[src/rtl/mem_port_arbiter.sv]
// Shares the single memory port between instruction fetch and load/store, holds the
// granted transaction on m_* until acknowledge or timeout, and returns data plus done.
module mem_port_arbiter #(
    parameter int AW      = 32,
    parameter int TIMEOUT = 16,
    parameter bit PRIO_RR = 1'b0
) (
    input  logic          clk,
    input  logic          rst,
    input  logic          i_req,
    input  logic [AW-1:0] i_addr,
    output logic          i_gnt,
    output logic [31:0]   i_rdata,
    output logic          i_done,
    input  logic          d_req,
    input  logic          d_we,
    input  logic [3:0]    d_be,
    input  logic [AW-1:0] d_addr,
    input  logic [31:0]   d_wdata,
    output logic          d_gnt,
    output logic [31:0]   d_rdata,
    output logic          d_done,
    output logic          d_err,
    output logic          m_req,
    output logic          m_we,
    output logic [3:0]    m_be,
    output logic [AW-1:0] m_addr,
    output logic [31:0]   m_wdata,
    input  logic [31:0]   m_rdata,
    input  logic          m_ack,
    output logic          busy
);
    typedef enum logic [1:0] {IDLE = 2'd0, BUSY_I = 2'd1, BUSY_D = 2'd2} state_t;

    localparam int            CW       = (TIMEOUT > 2) ? $clog2(TIMEOUT) : 1;
    localparam logic [CW-1:0] CNT_LAST = (TIMEOUT > 0) ? CW'(TIMEOUT - 1) : '0;

    state_t        r_state;
    logic          r_last_d;
    logic [CW-1:0] r_cnt;
    logic          r_m_req;
    logic          r_m_we;
    logic [3:0]    r_m_be;
    logic [AW-1:0] r_m_addr;
    logic [31:0]   r_m_wdata;
    logic          r_i_gnt;
    logic          r_d_gnt;
    logic          r_i_done;
    logic          r_d_done;
    logic          r_d_err;
    logic [31:0]   r_i_rdata;
    logic [31:0]   r_d_rdata;
    logic          r_busy;

    // A requester whose done is showing is withdrawing, so it may not win this edge.
    logic w_i_elig;
    logic w_d_elig;
    logic w_pick_d;
    logic w_pick_i;
    logic w_timeout;

    assign w_i_elig  = i_req && !r_i_done;
    assign w_d_elig  = d_req && !r_d_done;
    assign w_pick_d  = w_d_elig && !(w_i_elig && PRIO_RR && r_last_d);
    assign w_pick_i  = w_i_elig && !w_pick_d;
    assign w_timeout = (TIMEOUT != 0) && (r_cnt == CNT_LAST);

    // NOTE: all state below is updated with non-blocking assignments so every register
    // sees the pre-edge values of the others, regardless of statement order.
    always_ff @(posedge clk) begin
        if (!rst) begin
            r_state   <= IDLE;
            r_last_d  <= 1'b0;
            r_cnt     <= '0;
            r_m_req   <= 1'b0;
            r_m_we    <= 1'b0;
            r_m_be    <= '0;
            r_m_addr  <= '0;
            r_m_wdata <= '0;
            r_i_gnt   <= 1'b0;
            r_d_gnt   <= 1'b0;
            r_i_done  <= 1'b0;
            r_d_done  <= 1'b0;
            r_d_err   <= 1'b0;
            r_i_rdata <= '0;
            r_d_rdata <= '0;
            r_busy    <= 1'b0;
        end else begin
            r_i_gnt  <= 1'b0;
            r_d_gnt  <= 1'b0;
            r_i_done <= 1'b0;
            r_d_done <= 1'b0;
            r_d_err  <= 1'b0;
            case (r_state)
                IDLE: begin
                    r_cnt <= '0;
                    if (w_pick_d) begin
                        r_state   <= BUSY_D;
                        r_busy    <= 1'b1;
                        r_m_req   <= 1'b1;
                        r_m_we    <= d_we;
                        r_m_be    <= d_be;
                        r_m_addr  <= d_addr;
                        r_m_wdata <= d_wdata;
                        r_d_gnt   <= 1'b1;
                        r_last_d  <= 1'b1;
                    end else if (w_pick_i) begin
                        r_state   <= BUSY_I;
                        r_busy    <= 1'b1;
                        r_m_req   <= 1'b1;
                        r_m_we    <= 1'b0;
                        r_m_be    <= 4'b1111;
                        r_m_addr  <= i_addr;
                        r_m_wdata <= '0;
                        r_i_gnt   <= 1'b1;
                        r_last_d  <= 1'b0;
                    end
                end
                BUSY_I, BUSY_D: begin
                    // An ack on the timeout edge still completes normally.
                    if (m_ack || w_timeout) begin
                        r_state   <= IDLE;
                        r_busy    <= 1'b0;
                        r_m_req   <= 1'b0;
                        r_m_we    <= 1'b0;
                        r_m_be    <= '0;
                        r_m_addr  <= '0;
                        r_m_wdata <= '0;
                        r_d_err   <= !m_ack;
                        if (r_state == BUSY_I) begin
                            r_i_done <= 1'b1;
                            if (m_ack) r_i_rdata <= m_rdata;
                        end else begin
                            r_d_done <= 1'b1;
                            if (m_ack && !r_m_we) r_d_rdata <= m_rdata;
                        end
                    end else begin
                        r_cnt <= r_cnt + 1'b1;
                    end
                end
                default: r_state <= IDLE;
            endcase
        end
    end

    assign i_gnt   = r_i_gnt;
    assign i_rdata = r_i_rdata;
    assign i_done  = r_i_done;
    assign d_gnt   = r_d_gnt;
    assign d_rdata = r_d_rdata;
    assign d_done  = r_d_done;
    assign d_err   = r_d_err;
    assign m_req   = r_m_req;
    assign m_we    = r_m_we;
    assign m_be    = r_m_be;
    assign m_addr  = r_m_addr;
    assign m_wdata = r_m_wdata;
    assign busy    = r_busy;

endmodule
[config.mk]
export PLATFORM = sky130hd
export DESIGN_NAME = mem_port_arbiter
export DESIGN_NICKNAME = d
export VERILOG_FILES = /design/src/rtl/mem_port_arbiter.sv
export SDC_FILE = /design/constraint.sdc
export NUM_CORES = 1
export LEC_CHECK = 0
export ABC_AREA = 1
export ABC_CLOCK_PERIOD_IN_PS = 1500
export BUFFER_PORTS_ARGS = -buffer_cell sky130_fd_sc_hd__buf_2
export CAP_MARGIN = 20
export CORE_MARGIN = 5
export CORE_UTILIZATION = 40
export DETAILED_ROUTE_END_ITERATION = 10
export GPL_TIMING_DRIVEN = 0
export PLACE_DENSITY = 0.77
export SYNTH_ARGS = -nofsm -noshare
export SYNTH_HDL_FRONTEND = slang
export SYNTH_SLANG_ARGS = --single-unit
[constraint.sdc]
create_clock -name clk -period 1.5 [get_ports clk]
set_input_delay 0.225 -clock clk [delete_from_list [all_inputs] [get_ports clk]]
set_output_delay 0.225 -clock clk [all_outputs]
set_load 0.01 [all_outputs]
==> results.cfg <==
[outcome]
outcome = finished with violations
violations = setup timing

[sta]
fmax_ghz = 0.622
holdWs_ns = 0.0542
worst_pin_slew_ns = 0.687
fin_ws_ns = -0.109
slew_headroom = 0.542
finalMaxSlewViolations = 0
rsz0062_at_grt = yes
fin_crit_sh = 1.07
hold_viol = 0
finalSetupViolCount = 100
skew_ns = 0.0108
min_period_ns = 1.61

[synth]
synthAdderAreaFrac = 0.00616
synth_mux_area_frac = 0
synthTopCellsByArea = dfxtp_1 48%, nand2_1 12%, nor2_1 11%
yosys.area_share.simple = 0.309
synth_xor_area_frac = 0.00144
syn_inst = 874
seq_area_frac_synth = 0.476
yosysWarnings = 0
yosys.area.top_type = dfxtp_1
synth_cell_types = 22
synth_top_area_share = 0.476
synth_top_family_by_area = simple AND/OR/NAND/NOR gates
synth_compound_area_frac = 0.103
netlist_area_um2 = 6100
syn-num-nets = 1015
avgSynthCellArea_um2 = 6.98
ys_ff_latch = 145

[worst_setup_path]
timing.rr.end = m_wdata[18]
reg2reg_from = r_state[0]
cp-endpoint = m_wdata[18]
worstRegToRegCells = 9
crit_top_cell = buf_6
critPathTopFamily = buffers and inverters
crit_path_top_delay_cell = dfxtp_2
crit_buf_inv = 4
reg2reg_slack_ns = -0.11
startpoint_type = flip-flop
path_cells = inv_2 > ha_4 > buf_6 > nand3_4 > nand3_4 > buf_6 > buf_6 > nand2_1 > a21oi_1
cp-end-kind = flip-flop
slowest_delay_ns = 0.35
worstSetupPathType = flip-flop to flip-flop
critical_path_arrival_ns = 1.95
path_max_fanout = 5
cp_num_cells = 9
cp.required_ns = 1.84
crit_start = r_state[0]

[flow_run]
maxCapViolCount = 0

[route]
first_pass_iters = 4
routedWlPerCell_um = 15.3
vias_per_cell = 4.83
ant_nets = 0
wl_um = 21500
drt_iter0_markers = 301
drc = 0
via_count = 6805

[clock_tree]
cts_tree = done
clk_pin_slew_ns = 0.06
cts_hold_buf = 0
cts_root_buf = clkbuf_16
clkLatencyLatePin_ns = 0.42
clock-sinks = 145
cts.htree.levels = 4
cts_buffers = 17
clockBufferDepth = 2

[layout]
drive_above_1_share = 0.460
instances_no_fill = 1410
area_growth_pct = 62.6
ff_latch_area_um2 = 2910
multi_input_area_um2 = 3300
fin_nets = 1349
final_core_util = 0.657
nFillCells = 1252

[placement]
gp_congestion = 0.818
dp_hpwl_um = 14600
numPortBuffers = 277
place_ws_ns = -0.283
numPlacedInstances = 1339

[global_routing]
grt_pass1_wl_um = 32000
antenna_found_initial = 1
grt_pass1_vias = 6477
grt_max_degree = 17
overflow = 0
grt_use_total = 0.222

[pwr]
vdd_drop_max_uv = 861
power_density_nw_per_um2 = 1820
total_power_w = 0.0181
p_leak_nw = 5.01

[die]
die_h_um = 133
ios = 278
chipWidth_um = 133
coreArea_um2 = 15100
rows = 45
start_util = 0.404
die-area_um2 = 17800

[worst_hold_path]
hold_class = primary input to flip-flop
hold_depth = 3
## synth_stat cells, drive strengths merged
| library cell | n |
|---|---|
| nand3b | 23 |
| buf | 31 |
| o211ai | 4 |
| ha | 3 |
| a21oi | 52 |
| nor3 | 1 |
| nand4 | 1 |
| nor2 | 175 |
| inv | 94 |
| clkbuf | 26 |
| nand2 | 197 |
| o21ai | 67 |
| dfxtp | 145 |
| nand3 | 54 |
| xnor2 | 1 |
## cell type report
cell class / instances / share of cell area
sequential: 145 / 0.293
multi-input combinational: 579 / 0.333
timing repair buffer: 315 / 0.195
clock inverter: 13 / 0.0178
clock buffer: 19 / 0.0457
buffer: 56 / 0.0538
tap: 188 / 0.0237
inverter: 94 / 0.0377
antenna: 1 / 0.000252
## metal layers
layer / up-vias / part of all wire / GRT usage
li1: 3400 / - / -
met1: 3131 / 0.40 / 0.257
met2: 244 / 0.50 / 0.387
met3: 30 / 0.081 / 0.0763
met4: 0 / 0.020 / 0.0714
met5: - / 0 / 0
## metrics by stage
stage	TNS [ns]	area [um2]
6_report	-5.62	9910
2_1_floorplan	-0.328	6130
3_3_place_gp	-22.92	7750
4_1_cts	-9.90	9270
3_5_place_dp	-25.56	7750
5_1_grt	-12.85	9910
## power breakdown
part / internal (W) / switching, W / leakage, nW / total (W)
logic: 0.00392 / 0.00441 / 3.52 / 0.00833
registers: 0.00472 / 0.000551 / 1.19 / 0.00527
clock network: 0.00274 / 0.00172 / 0.304 / 0.00446
## flip-flops by register name, summed over array words and instances, names as in the netlist, 2 cells and up
| name | count |
|---|---|
| m_wdata | 32 |
| m_addr | 32 |
| i_rdata | 32 |
| r_cnt | 4 |
| r_state | 2 |
| d_rdata | 32 |
| m_be | 4 |
## worst reg2reg max path, delay by kind of cell, from the launching register on
family,cells,cell delay (ns)
AO/OA/AOI/OAI,1,0.13
buffers and inverters,4,0.46
flip-flops,1,0.35
adder cells (fa/ha/maj),1,0.31
AND/OR/NAND/NOR,3,0.30
## placed cells by master (no fill, tap or decap), drive strengths merged
cell / n
a21oi: 52
buf: 343
bufinv: 3
clkbuf: 47
clkinv: 6
clkinvlp: 3
dfxtp: 145
diode: 1
ha: 3
inv: 95
nand2: 197
nand3: 55
nand3b: 23
nand4: 1
nor2: 175
nor3: 1
o211ai: 4
o21ai: 67
xnor2: 1
## how the worst min path moves through the flow
stage	startpoint	endpoint	slack, ns
floorplan	d_wdata[14]	m_wdata[14]	0.37
global placement	m_wdata[9]	m_wdata[9]	0.45
detailed placement	m_wdata[12]	m_wdata[12]	0.45
CTS	d_wdata[13]	m_wdata[13]	0.04
global route	d_wdata[9]	m_wdata[9]	0.05
finish	d_wdata[25]	m_wdata[25]	0.05
## cell families after synthesis
| group | Yosys count |
|---|---|
| AOI/OAI and AO/OA | 123 |
| xor gates and xnor gates | 1 |
| adders and majority gates | 3 |
| buffers and inverters | 151 |
| DFF | 145 |
| and+or+nand+nor | 451 |
## what timing repair did
| item | 4_1_cts | 5_1_grt |
|---|---|---|
| pin swaps | 41 | 64 |
| buffers inserted | 13 | 7 |
| gates resized for setup | 178 | 182 |
| endpoints found under the setup margin | 138 | 136 |
| cloned | 17 | 3 |
(Power assumes the default switching activity.)
